`config.mk`:
```
export PLATFORM = sky130hd
export DESIGN_NAME = rand_roll
export DESIGN_NICKNAME = d
export VERILOG_FILES = /design/src/rtl/rand_roll.sv
export SDC_FILE = /design/constraint.sdc
export NUM_CORES = 1
export LEC_CHECK = 0
export BUFFER_PORTS_ARGS = -buffer_cell sky130_fd_sc_hd__buf_2
export CORE_MARGIN = 8
export CORE_UTILIZATION = 40
export DETAILED_ROUTE_END_ITERATION = 10
export PLACE_DENSITY = 0.58
export SYNTH_ARGS = -nofsm -noshare
export SYNTH_HDL_FRONTEND = slang
export SYNTH_SLANG_ARGS = --single-unit
```
`constraint.sdc`:
```
create_clock -name clk_in -period 2.6 [get_ports clk_in]
set_input_delay 0.26 -clock clk_in [delete_from_list [all_inputs] [get_ports clk_in]]
set_output_delay 0.26 -clock clk_in [all_outputs]
set_load 0.01 [all_outputs]
```
`src/rtl/rand_roll.sv`:
```
// Debounced push-button die roller: captures a random byte on a clean press,
// reduces it modulo SIDES by repeated subtraction and shows the face as a thermometer bar.
module rand_roll #(
    parameter int unsigned SIDES           = 6,
    parameter int unsigned DEBOUNCE_CYCLES = 4
) (
    input  logic       clk_in,
    input  logic       rst,
    input  logic [7:0] rand_in,
    input  logic       key_n,
    output logic [9:0] led,
    output logic [3:0] roll_value,
    output logic       roll_valid,
    output logic       busy
);

    typedef enum logic {StIdle, StReduce} state_e;

    localparam logic [7:0] SidesB = 8'(SIDES);
    localparam logic [7:0] DbLast = 8'(DEBOUNCE_CYCLES - 1);

    state_e     state_q, state_d;
    logic       key_meta_q, key_meta_d;
    logic       key_s_q, key_s_d;
    logic       stable_q, stable_d;
    logic [7:0] cnt_q, cnt_d;
    logic [7:0] acc_q, acc_d;
    logic [9:0] led_q, led_d;
    logic [3:0] roll_q, roll_d;
    logic       valid_q, valid_d;
    logic       busy_q, busy_d;
    logic       press;
    logic [9:0] therm;

    always_comb begin
        key_meta_d = key_n;
        key_s_d    = key_meta_q;
        stable_d   = stable_q;
        cnt_d      = 8'd0;
        // Level change is accepted on the DEBOUNCE_CYCLES-th consecutive differing sample
        if (key_s_q != stable_q) begin
            if (cnt_q == DbLast) begin
                stable_d = key_s_q;
            end else begin
                cnt_d = cnt_q + 8'd1;
            end
        end
        press = stable_q & ~stable_d;
    end

    always_comb begin
        therm = '0;
        for (int k = 0; k < 10; k++) begin
            therm[k] = (8'(k) <= acc_q);
        end
    end

    always_comb begin
        state_d = state_q;
        acc_d   = acc_q;
        led_d   = led_q;
        roll_d  = roll_q;
        valid_d = 1'b0;
        busy_d  = busy_q;
        case (state_q)
            StIdle: begin
                if (press) begin
                    acc_d   = rand_in;
                    busy_d  = 1'b1;
                    state_d = StReduce;
                end
            end
            StReduce: begin
                if (acc_q >= SidesB) begin
                    acc_d = acc_q - SidesB;
                end else begin
                    roll_d  = acc_q[3:0] + 4'd1;
                    led_d   = therm;
                    valid_d = 1'b1;
                    busy_d  = 1'b0;
                    state_d = StIdle;
                end
            end
            default: state_d = StIdle;
        endcase
    end

    always_ff @(posedge clk_in or negedge rst) begin
        if (!rst) begin
            state_q    <= StIdle;
            key_meta_q <= 1'b1;
            key_s_q    <= 1'b1;
            stable_q   <= 1'b1;
            cnt_q      <= 8'd0;
            acc_q      <= 8'd0;
            led_q      <= 10'd0;
            roll_q     <= 4'd0;
            valid_q    <= 1'b0;
            busy_q     <= 1'b0;
        end else begin
            state_q    <= state_d;
            key_meta_q <= key_meta_d;
            key_s_q    <= key_s_d;
            stable_q   <= stable_d;
            cnt_q      <= cnt_d;
            acc_q      <= acc_d;
            led_q      <= led_d;
            roll_q     <= roll_d;
            valid_q    <= valid_d;
            busy_q     <= busy_d;
        end
    end

    assign led        = led_q;
    assign roll_value = roll_q;
    assign roll_valid = valid_q;
    assign busy       = busy_q;

endmodule
```
# == After elaboration in Yosys (flattened, before gate mapping) ==
# Index checks and enable logic that the tools add are counted.
# totals
elab_cells,51
reg_bits,36
output_inout_bits,16
# classes
bitwise,4
order_cmp,11
n_addsub,3
n_reduce_logical,3
eq_ne,5
mux,15
# op_table
op,n
$le 3x8->1 const A,4
$mux 8,4
$le 1x8->1 const A,2
$le 2x8->1 const A,2
$le 4x8->1 const A,2
$pmux 8 s2,1
$add 8x1->8 const B,1
$eq 8x2->1 const B,1
$ge 8x3->1 const B,1
$mux 1,8
$sub 8x3->8 const B,1
$reduce_and 2->1,3
$add 4x1->4 const B,1
$ne 2x2->1 const B,2
$pmux 1 s2,2
$not 1->1,3
$ne 2x1->1 const B,1
$and 1x1->1,1
$ne 1x1->1,1

# == Longest topological paths before layout ==
# Gate-level depths: netlist (run 1).
# logic_depth
word_depth,7
mapped_depth,6

# == Least setup slack after synthesis (run 1) ==
# Ideal clock, no wire load.
# synth_path
path_kind,register to register
startpoint,register cnt_q[0]
endpoint,register acc_q[6]
arrival_ps,1924
path_slack_ps,555
path_stages_with_launch,6
setup_time_ps,120
required_ps,2480
period_less_slack_ps,2045
cell_sequence,dfrtp_1 > ha_1 > or4b_4 > or4_4 > buf_6 > o211a_1
# synth_via
elab_chain_cells,7
# synth_rtl
item,line_no,rtl
"start, declared",26,"logic [7:0] cnt_q, cnt_d;"
"start signal, assigned",105,cnt_q <= cnt_d;
$eq 8x2->1,42,if (cnt_q == DbLast) begin
$mux 1,42,
$mux 1,41,if (key_s_q != stable_q) begin
$not 1->1,48,press = stable_q & ~stable_d;
$and 1x1->1,48,
$ne 2x2->1 (no source line),n/a,
$reduce_and 2->1 (no source line),n/a,
"end signal, assigned",95,acc_q <= 8'd0;
"end signal, assigned",106,acc_q <= acc_d;
"end, declared",27,"logic [7:0] acc_q, acc_d;"
# No other way between the ends.
# A chain may end at the register's enable or synchronous reset.

# == Worst setup path in the final report (run 1) ==
# layout_path
startpoint,register cnt_q[0]
endpoint,register acc_q[2]
# Same word-level chain as after synthesis.

==> summary.txt, run 1 <==
Run status
  • Run status: finished clean

Synth
  • Post-Syn Area: around 1700 sq um
  • Seq cells post-synth: 36
  • Most frequent cell after synthesis: dfrtp_1
  • Post-synth EDFFs: 0
  • Ys flop type: dfrtp_1
  • Async set or reset register ratio after synthesis: between 90% and 100%
  • Avg Cell Area, Syn: around 11 sq um
  • Synth cell count leaders: dfrtp_1 (33), nor2_1 (14), ha_1 (8), nand2_1 (8), nand3_1 (8)
  • Synth area leader: dfrtp_1
  • Sequential area share after synthesis: ~52%
  • Distinct cells, synth: 42
  • Mapped Nets: roughly 180
  • Post-Synthesis Cells: between 150 and 200
  • Ys Warns: 0
  • Yosys top cell area share: 47.4%
  • Top cells by area, synth: dfrtp_1 (47%), ha_1 (5.8%), dfstp_2 (4.5%), xor2_1 (3.5%), nor2_1 (3.0%)

Timing
  • Fmax: around 0.47 GHz
  • RSZ-0062 raised after global routing: no
  • Setup TNS Final: 0 ns
  • Final max-slew violation count: 0
  • Final Hold Violating Endpoints: 0
  • Final Cycle Share: slightly above 80%
  • Setup Skew: about 0.0043 ns
  • Fin crit period: between 2 and 2.5 ns
  • Worst-Margin Slew: between 0.8 and 0.9 ns
  • Final setup viols: 0
  • Slew HR: approximately 46%

Critical path
  • WS Path Type: reg -> reg
  • Worst setup SP type: register
  • CP Max Fanout: 10
  • Reg-to-Reg Start: cnt_q[0]
  • WP data required: 2.75 ns
  • R2R setup slack: between 0.4 and 0.5 ns
  • CP endpoint kind: register
  • CP startpoint: cnt_q[0]
  • R2R depth: 5
  • Critical Path End: acc_q[2]
  • RR Endpoint: acc_q[2]
  • Critical Path AT: 2.29 ns

Floorplanning
  • Die height: between 80 and 90 um
  • Rows: 24
  • Die width: just over 80 um
  • Initial core utilization: about 40%
  • Core footprint: about 4300 sq um
  • Die ar.: about 6700 sq um
  • I/O Pins: 27

Pwr
  • Worst VDD drop: ~430 uV
  • P per Cell Area: 1030 nW/um^2
  • Tot Pwr: ~2.1 mW
  • Leak Pwr: between 1 and 1.5 nW

Placement
  • IO Port Bufs: 26
  • DP Wirelength: 2.54 mm
  • GP Congestion: 0.805

Routing
  • DRT Pass-1 Iters: 4
  • Post-Route WL: 3.53 mm
  • Vias post-DR: around 1300
  • Drt first-iter violations: approximately 110
  • DRC Markers: 0
  • Vias per cell: between 5 and 6
  • Final ANT Viol Nets: 0
  • Drt wl/cell: between 10 and 15 um

Clocking
  • # hold bufs at CTS: 0
  • CTS root buf: clkbuf_8
  • Clock Sinks: 36
  • Buffer depth of the longest clock path: 2
  • H-tree depth: 2
  • Cts bufs inserted: 5
  • Setup bufs post-CTS: 0
  • # resized after CTS: 0
  • Worst-skew pair later-pin latency: roughly 0.28 ns
  • Worst-path clk slew: about 0.07 ns
  • CTS tree: yes

Min path
  • HP Class: in -> async

Finish
  • # nets final: roughly 210
  • Diodes inserted: 0
  • Area growth from synthesis to layout: 16.9%
  • Layout cells sized above 1: ~30%

Global route
  • GRT overflow: 0
  • Largest net degree at the start of global routing: 37
  • Initial antenna violation count: 0
  • Total global-route track usage: 12.0%
  • Vias in the first global route: between 1000 and 1500
  • First-pass GRT wire length: ~6.3 mm

Flow run
  • Max_cap viols: 0
-- power breakdown --
group	internal (mW)	leakage, nW	switching, mW	total (mW)
registers	0.717	0.468	0.142	0.858
logic	0.332	0.482	0.415	0.747
clock network	0.285	0.0552	0.197	0.482
-- cell type report --
class	instances	area, sq um
clock buffers	6	72.6
clock inverters	2	35.0
fillers	414	2230
inverters	5	18.8
multi-input cells	111	786
flip-flops and latches	36	905
well taps	52	65.1
repair buffers	29	153
-- layer usage --
layer / GRT usage [%] / vias up / routed length (um)
li1: - / 620 / -
met1: 15.1 / 611 / 1610
met2: 18.9 / 31 / 1660
met3: 3.39 / 4 / 231
met4: 5.09 / 0 / 31
met5: 0 / - / 0
-- through the flow --
stage / setup WS [ns] / cells / area (sq um) / hold WS [ns] / util [%]
3_5_place_dp: 0.488 / 233 / 1930 / 0.351 / 45.2
6_report: 0.458 / 241 / 2030 / 0.0600 / 47.7
5_1_grt: 0.303 / 241 / 2030 / 0.0546 / 47.7
4_1_cts: 0.463 / 241 / 2030 / 0.0616 / 47.7
2_1_floorplan: 0.555 / 158 / 1740 / -0.0356 / -
3_3_place_gp: 0.530 / 233 / 1930 / 0.349 / 45.2
-- registers in the layout, summed over array words and instances (netlist names), 4 cells and up --
| register | flops |
|---|---|
| acc_q | 8 |
| roll_value | 4 |
| led | 10 |
| cnt_q | 8 |
-- cell usage in the layout (no fill, tap or decap), drive strengths merged, types with 2 or more instances in the layout --
cell type	count
a211oi	2
a21oi	7
a31oi	2
and3	3
buf	29
clkbuf	6
dfrtp	33
dfstp	3
ha	8
inv	5
mux2	4
nand2	8
nand3	8
nor2	14
nor2b	4
nor3	4
nor3b	2
nor4	4
o211a	2
o211ai	3
o21ai	5
o22ai	2
or2	4
or3	2
or4	2
xnor2	3
xor2	7
-- critical path, cell delays in order (launching register included) --
cell and delay [ns]:
dfrtp_1 0.41, ha_1 0.25, or4b_4 0.52, or4_4 0.61
o22ai_1 0.16, a31oi_1 0.05
-- how the worst min path moves through the flow --
stage	start	to	slack, ns
2_1_floorplan	rst	acc_q[0]	-0.04
3_3_place_gp	key_meta_q	key_s_q	0.35
3_5_place_dp	key_meta_q	key_s_q	0.35
4_1_cts	key_n	key_meta_q	0.06
5_1_grt	key_n	key_meta_q	0.05
6_report	rst	led[2]	0.06
-- logic make-up after synthesis --
| group | count (synthesis) | synth area share [%] |
|---|---|---|
| simple gates | 60 | 19.6 |
| flops | 36 | 52.0 |
| compound gates | 29 | 11.7 |
| buf+inv | 11 | 3.38 |
| xor+xnor | 10 | 5.03 |
| fa+ha+maj | 8 | 5.75 |
| mux | 4 | 2.59 |
No activity file was read; power rests on OpenSTA's default activity.
==> run 2: changes to the inputs <==
--- a/config.mk
+++ b/config.mk
@@ -9,7 +9,7 @@
 export CORE_MARGIN = 8
 export CORE_UTILIZATION = 40
 export DETAILED_ROUTE_END_ITERATION = 10
-export PLACE_DENSITY = 0.58
+export PLACE_DENSITY = 0.6
 export SYNTH_ARGS = -nofsm -noshare
 export SYNTH_HDL_FRONTEND = slang
 export SYNTH_SLANG_ARGS = --single-unit
==> constraint.sdc (replaced) <==
create_clock -name clk_in -period 1.8 [get_ports clk_in]
set_input_delay 0.18 -clock clk_in [delete_from_list [all_inputs] [get_ports clk_in]]
set_output_delay 0.18 -clock clk_in [all_outputs]
set_load 0.01 [all_outputs]
==> run 2 against run 1 <==
- critical path depth down 1
- largest cell class unchanged
- clock skew is 0.0025 ns higher
- non-clock buffer count up 22
- critical endpoint is now acc_q[7]
- cell area rose by 12%
- the run now ends with negative hold slack, negative setup slack left
==> summary.txt, run 2 (synthesis results as in run 1) <==
Critical path
  • Critical Path AT: 2.03 ns (was 2.29 ns)
  • CP delay by family, top: simple AND/OR/NAND/NOR gates (unchanged)
  • CP Max Fanout: 6 (was 10)
  • CP Buf/Inv Count: 0 (unchanged)
  • Worst setup SP type: register (unchanged)
  • CP max-delay cell: or4b_4 (was or4_4)
  • WS Path Type: reg -> reg (unchanged)
  • Max stage delay on crit path: 0.50 ns (was 0.61 ns)
  • CP endpoint kind: register (unchanged)
  • CP Cell Sequence: ha_2, or4b_4, or4_4, o211a_1 (was ha_1, or4b_4, or4_4, o22ai_1, a31oi_1)
  • WP data required: 1.98 ns (was 2.75 ns)

Timing
  • Fmax: 0.540 GHz (was 0.467 GHz)
  • Hold slack: -0.0302 ns (was 0.0600 ns)
  • Final Hold Violating Endpoints: 33 (was 0)
  • Setup Skew: 0.00688 ns (was 0.00434 ns)
  • Fin crit period: 1.85 ns (was 2.14 ns)
  • Slew HR: 47.4% (was 46.2%)
  • Final max-slew violation count: 0 (unchanged)
  • Worst-Margin Slew: 0.789 ns (was 0.807 ns)
  • Setup WS post-layout: -0.0522 ns (was 0.458 ns)
  • RSZ-0062 raised after global routing: yes (was no)
  • Setup TNS Final: -0.210 ns (was 0 ns)
  • Final Cycle Share: 103% (was 82.4%)
  • Final setup viols: 6 (was 0)

Clocking
  • CTS root buf: clkbuf_8 (unchanged)
  • Cts bufs inserted: 5 (unchanged)
  • Worst-path clk slew: 0.07 ns (about the same)
  • Worst-skew pair later-pin latency: 0.29 ns (was 0.28 ns)
  • CTS tree: yes (unchanged)
  • H-tree depth: 2 (unchanged)
  • Buffer depth of the longest clock path: 2 (unchanged)
  • Clock Sinks: 36 (unchanged)

Run status
  • Failing checks: negative hold slack, negative setup slack
  • Run status: finished, violations left (was finished clean)

Placement
  • GP Congestion: 0.785 (was 0.805)
  • IO Port Bufs: 26 (unchanged)
  • DP Area: 2100 sq um (was 1930 sq um)
  • DP Wirelength: 2.78 mm (was 2.54 mm)

Finish
  • Max reg flops: 10 (unchanged)
  • Post-route cell area: 2280 sq um (was 2030 sq um)
  • Leading cell types in the layout, fill and taps excluded: dfrtp_1 (33), buf_2 (26), buf_4 (23) (was dfrtp_1 (33), buf_2 (26), nor2_1 (14))
  • Diodes inserted: 0 (unchanged)
  • # fillers: 388 (was 414)
  • # nets final: 230 (was 207)
  • Area growth from synthesis to layout: 30.9% (was 16.9%)
  • Layout cells sized above 1: 41.0% (was 30.2%)
  • Commonest non-fill, non-tap cell in the layout: dfrtp_1 (unchanged)

Global route
  • First-pass GRT wire length: 6.40 mm (was 6.30 mm)
  • Total global-route track usage: 12.4% (was 12.0%)
  • Initial antenna violation count: 0 (unchanged)
  • GRT overflow: 0 (unchanged)
  • Largest net degree at the start of global routing: 37 (unchanged)
  • Vias in the first global route: 1404 (was 1305)

Routing
  • DRC Markers: 0 (unchanged)
  • Drt wl/cell: 14.9 um (was 14.7 um)
  • DRT Pass-1 Iters: 4 (unchanged)
  • Post-Route WL: 3.92 mm (was 3.53 mm)
  • Vias post-DR: 1389 (was 1266)
  • Final ANT Viol Nets: 0 (unchanged)
  • Vias per cell: 5.26 (was 5.25)
  • Drt first-iter violations: 52 (was 109)

Floorplanning
  • Die height: 82.0 um (unchanged)
  • Die width: 82.0 um (unchanged)
  • I/O Pins: 27 (unchanged)
  • Core footprint: 4260 sq um (unchanged)
  • Rows: 24 (unchanged)
  • Initial core utilization: 40.8% (unchanged)
  • Die ar.: 6720 sq um (unchanged)

Pwr
  • Worst VDD drop: 579 uV (was 431 uV)
  • Leak Pwr: 1.12 nW (was 1.01 nW)
  • Tot Pwr: 3.29 mW (was 2.09 mW)
  • P per Cell Area: 1440 nW/um^2 (was 1030 nW/um^2)

Min path
  • HP Class: in -> async (unchanged)

Flow run
  • Max_cap viols: 0 (unchanged)
-- run 2: cell count changes in the layout (fill, tap and decap cells not counted), sizes merged --
cell	change
buf	+21
bufinv	-1
clkinv	+1
dlygate4sd3	+1
or4	+1
-- run 2: worst paths after layout --
path / to / slack, ns / startpoint / cells after the start
setup / recovery: acc_q[7] / -0.05 / cnt_q[1] / 4
hold / removal: led[0] / -0.03 / rst / 1
setup reg to reg: acc_q[7] / -0.05 / cnt_q[1] / 4
hold reg to reg: key_s_q / 0.36 / key_meta_q / 0
max in group asynchronous: cnt_q[6] / 1.32 / rst / 1
min in group clk_in: acc_q[3] / 0.10 / rand_in[3] / 2
-- run 2: area by class of cell --
type	count	area [sq um]	area share (%)
Sequential cell	36	905	39.7
Multi-Input combinational cell	112	873	38.3
Timing Repair Buffer	51	324	14.2
Clock buffer	6	82.6	3.62
Tap cell	52	65.1	2.86
Inverter	5	18.8	0.824
Clock inverter	2	10.0	0.439
-- run 2: routing by layer --
metal	routed length (um)	vias to the layer above	part of all wire (%)	GRT usage [%]
li1	-	664	-	-
met1	1700	698	43	14.0
met2	2000	21	51	21.4
met3	173	6	4.4	3.61
met4	53	0	1.4	4.74
met5	0	-	0	0
-- run 2: stage by stage --
stage / instances / util, % / worst slack, ns
2_1_floorplan: 158 / - / -0.141
3_5_place_dp: 253 / 49.3 / -0.0713
6_report: 264 / 53.4 / -0.0522
3_3_place_gp: 253 / 49.3 / -0.0241
5_1_grt: 264 / 53.4 / -0.150
4_1_cts: 263 / 52.0 / -0.0614
-- run 2: worst reg2reg max path, stage by stage, from the launching register on --
cell,delay (ns)
dfrtp_1,0.36
ha_2,0.18
or4b_4,0.50
or4_4,0.48
o211a_1,0.22
-- run 2: timing repair --
action	in CTS	in global routing
gates resized for setup	2	9
endpoints found under the hold margin	1	0
pin swaps	0	2
hold buffers	1	0
cloned	1	0
endpoints found under the setup margin	6	18
setup buffers	0	1
-- run 2: power breakdown --
part | switching [mW] | internal, mW
sequential | 0.131 | 1.04
clock | 0.283 | 0.305
combinational | 0.834 | 0.703
==> run 3: changes to the inputs <==
--- a/config.mk
+++ b/config.mk
@@ -7,9 +7,9 @@
 export LEC_CHECK = 0
 export BUFFER_PORTS_ARGS = -buffer_cell sky130_fd_sc_hd__buf_2
 export CORE_MARGIN = 8
-export CORE_UTILIZATION = 40
+export CORE_UTILIZATION = 50
 export DETAILED_ROUTE_END_ITERATION = 10
-export PLACE_DENSITY = 0.6
+export PLACE_DENSITY = 0.72
 export SYNTH_ARGS = -nofsm -noshare
 export SYNTH_HDL_FRONTEND = slang
 export SYNTH_SLANG_ARGS = --single-unit
==> run 3 against run 2 <==
- the run ends with negative setup slack left
- cell count decreased by 0.76%
- core utilization is 14 points higher
- combinational power barely moved
- worst setup slack worse by 0.045 ns
- critical path depth up 1
- hold slack gained 0.059 ns
- clock power shrank 26%
- highest routed layer unchanged
==> summary.txt, run 3 (synthesis results as in run 1) <==
Run status
  • Run status: finished, violations left (unchanged)
  • Failing checks: negative setup slack (was negative hold slack, negative setup slack)

Global route
  • Vias in the first global route: 1462 (was 1404)
  • GRT overflow: 0 (unchanged)
  • Largest net degree at the start of global routing: 37 (unchanged)
  • First-pass GRT wire length: 6.79 mm (was 6.40 mm)
  • Initial antenna violation count: 0 (unchanged)
  • Total global-route track usage: 16.3% (was 12.4%)

Pwr
  • P per Cell Area: 1410 nW/um^2 (was 1440 nW/um^2)
  • Internal: 1.92 mW (was 2.04 mW)
  • Worst VDD drop: 734 uV (was 579 uV)
  • Switching Share: 39.3% (was 37.9%)
  • Sequential power share: 36.9% (was 35.5%)
  • Combinational power share: 49.4% (was 46.7%)
  • Switching pwr: 1.25 mW (about the same)
  • Power share of the clock group: 13.7% (was 17.9%)
  • Leak Pwr: 1.13 nW (was 1.12 nW)

Critical path
  • Reg-to-Reg Start: cnt_q[0] (was cnt_q[1])
  • CP Cell Sequence: ha_2, or4b_4, or4_4, o211ai_1, nand3_1 (was ha_2, or4b_4, or4_4, o211a_1)
  • Max stage delay on crit path: 0.51 ns (was 0.50 ns)
  • CP delay by family, top: simple AND/OR/NAND/NOR gates (unchanged)
  • WP data required: 2.03 ns (was 1.98 ns)
  • CP endpoint kind: register (unchanged)
  • Critical Path AT: 2.12 ns (was 2.03 ns)
  • CP Buf/Inv Count: 0 (unchanged)
  • CP max-delay cell: or4b_4 (unchanged)
  • Worst setup SP type: register (unchanged)
  • CP startpoint: cnt_q[0] (was cnt_q[1])
  • WS Path Type: reg -> reg (unchanged)
  • CP Max Fanout: 6 (unchanged)

Placement
  • Setup WS pre-CTS: -0.101 ns (was -0.0713 ns)
  • GP Congestion: 0.840 (was 0.785)
  • DP Wirelength: 2.88 mm (was 2.78 mm)
  • IO Port Bufs: 26 (unchanged)
  • DP Area: 2130 sq um (was 2100 sq um)

Floorplanning
  • Die height: 75 um (was 82.0 um)
  • I/O Pins: 27 (unchanged)
  • Initial core utilization: 52.2% (was 40.8%)
  • Core footprint: 3340 sq um (was 4260 sq um)
  • Die ar.: 5630 sq um (was 6720 sq um)
  • Rows: 21 (was 24)
  • Die width: 75 um (was 82.0 um)

Flow run
  • Max_cap viols: 0 (unchanged)

Finish
  • Area growth from synthesis to layout: 29.0% (was 30.9%)
  • Max reg flops: 10 (unchanged)
  • # nets final: 234 (was 230)
  • # fillers: 265 (was 388)
  • Layout cells sized above 1: 41.2% (was 41.0%)
  • Diodes inserted: 0 (unchanged)
  • Post-route cell area: 2250 sq um (was 2280 sq um)
  • Leading cell types in the layout, fill and taps excluded: dfrtp_1 (33), buf_2 (26), buf_4 (25) (was dfrtp_1 (33), buf_2 (26), buf_4 (23))
  • Commonest non-fill, non-tap cell in the layout: dfrtp_1 (unchanged)

Timing
  • Slew HR: 47.9% (was 47.4%)
  • RSZ-0062 raised after global routing: yes (unchanged)
  • Final Cycle Share: 105% (was 103%)
  • Final setup viols: 8 (was 6)
  • Fin crit period: 1.90 ns (was 1.85 ns)
  • Setup WS post-layout: -0.0970 ns (was -0.0522 ns)
  • Setup Skew: 0.0122 ns (was 0.00688 ns)
  • Fmax: 0.527 GHz (was 0.540 GHz)
  • Worst-Margin Slew: 0.782 ns (was 0.789 ns)
  • Final Hold Violating Endpoints: 0 (was 33)
  • Final max-slew violation count: 0 (unchanged)

Routing
  • Drt first-iter violations: 106 (was 52)
  • Drt wl/cell: 15.5 um (was 14.9 um)
  • Post-Route WL: 4.06 mm (was 3.92 mm)
  • Vias per cell: 5.39 (was 5.26)
  • Final ANT Viol Nets: 0 (unchanged)
  • DRC Markers: 0 (unchanged)
  • DRT Pass-1 Iters: 4 (unchanged)
  • Vias post-DR: 1413 (was 1389)

Clocking
  • Buffer depth of the longest clock path: 2 (unchanged)
  • Worst-skew pair later-pin latency: 0.36 ns (was 0.29 ns)
  • Cts bufs inserted: 5 (unchanged)
  • H-tree depth: 2 (unchanged)
  • CTS root buf: clkbuf_4 (was clkbuf_8)
  • Clock Sinks: 36 (unchanged)
  • Worst-path clk slew: 0.10 ns (was 0.07 ns)
  • CTS tree: yes (unchanged)

Min path
  • HP Class: in -> reg (was in -> async)
  • Hold_sp: rand_in[3]
-- run 3: cell types whose count changed in the layout (fill, tap and decap cells not counted), moves of 2 or more --
cell / previous run / this run
buf_4: 23 / 25
clkbuf_4: 0 / 5
clkbuf_8: 6 / 0
mux2_2: 1 / 4
mux2_4: 3 / 0
-- run 3: metrics by stage --
| stage | hold slack (ns) | TNS [ns] | utilization [%] | power (mW) | cells |
|---|---|---|---|---|---|
| after global routing | 0.00356 | -1.00 | 67.3 | 3.42 | 262 |
| after detailed placement | 0.286 | -0.391 | 63.8 | 2.67 | 250 |
| final | 0.0290 | -0.346 | 67.3 | 3.17 | 262 |
| after floorplan | -0.116 | -0.612 | - | 2.05 | 158 |
| after CTS | 0.0143 | -0.292 | 66.9 | 3.15 | 262 |
| after global placement | 0.288 | -0.0554 | 63.8 | 2.59 | 250 |
-- run 3: path summary, 6_finish.rpt --
kind | endpoint | slack, ns | cells after the start
worst max register to register | acc_q[4] | -0.1 | 5
worst min-delay path | acc_q[3] | 0.03 | 2
worst min register to register | key_s_q | 0.36 | 0
min in group asynchronous | acc_q[4] | 0.45 | 2
worst max-delay path | acc_q[4] | -0.1 | 5
max in group asynchronous | acc_q[7] | 0.86 | 2
-- run 3: repair_timing --
| action | CTS | global route |
|---|---|---|
| endpoints found under the setup margin | 6 | 23 |
| setup buffers | 1 | 0 |
| endpoints found under the hold margin | 34 | 0 |
| hold buffers | 2 | 0 |
| gates cloned | 1 | 0 |
| gates resized for setup | 3 | 3 |
| pin swaps | 1 | 1 |
-- run 3: per-layer routing --
layer | up-vias | share of wire [%] | GRT usage (%)
met4 | 0 | 1.8 | 7.39
met3 | 6 | 4.9 | 5.06
li1 | 679 | - | -
met2 | 31 | 52 | 27.2
met5 | - | 0 | 0
met1 | 697 | 41 | 18.5
-- run 3: cell type report --
type / count / area (sq um) / area share [%]
inverter: 5 / 18.8 / 0.836
sequential: 36 / 905 / 40.3
clock buffer: 5 / 37.5 / 1.67
timing repair buffer: 55 / 369 / 16.4
tap: 46 / 57.6 / 2.56
clock inverter: 3 / 18.8 / 0.836
multi-input combinational: 112 / 840 / 37.4
-- run 3: power by group through the flow --
stage / combinational, mW / sequential [mW] / clock [mW]
after floorplan: 0.797 / 1.25 / 0
after global placement: 1.43 / 1.16 / 0
after detailed placement: 1.49 / 1.19 / 0
after CTS: 1.53 / 1.17 / 0.453
after global routing: 1.73 / 1.20 / 0.495
final: 1.57 / 1.17 / 0.436
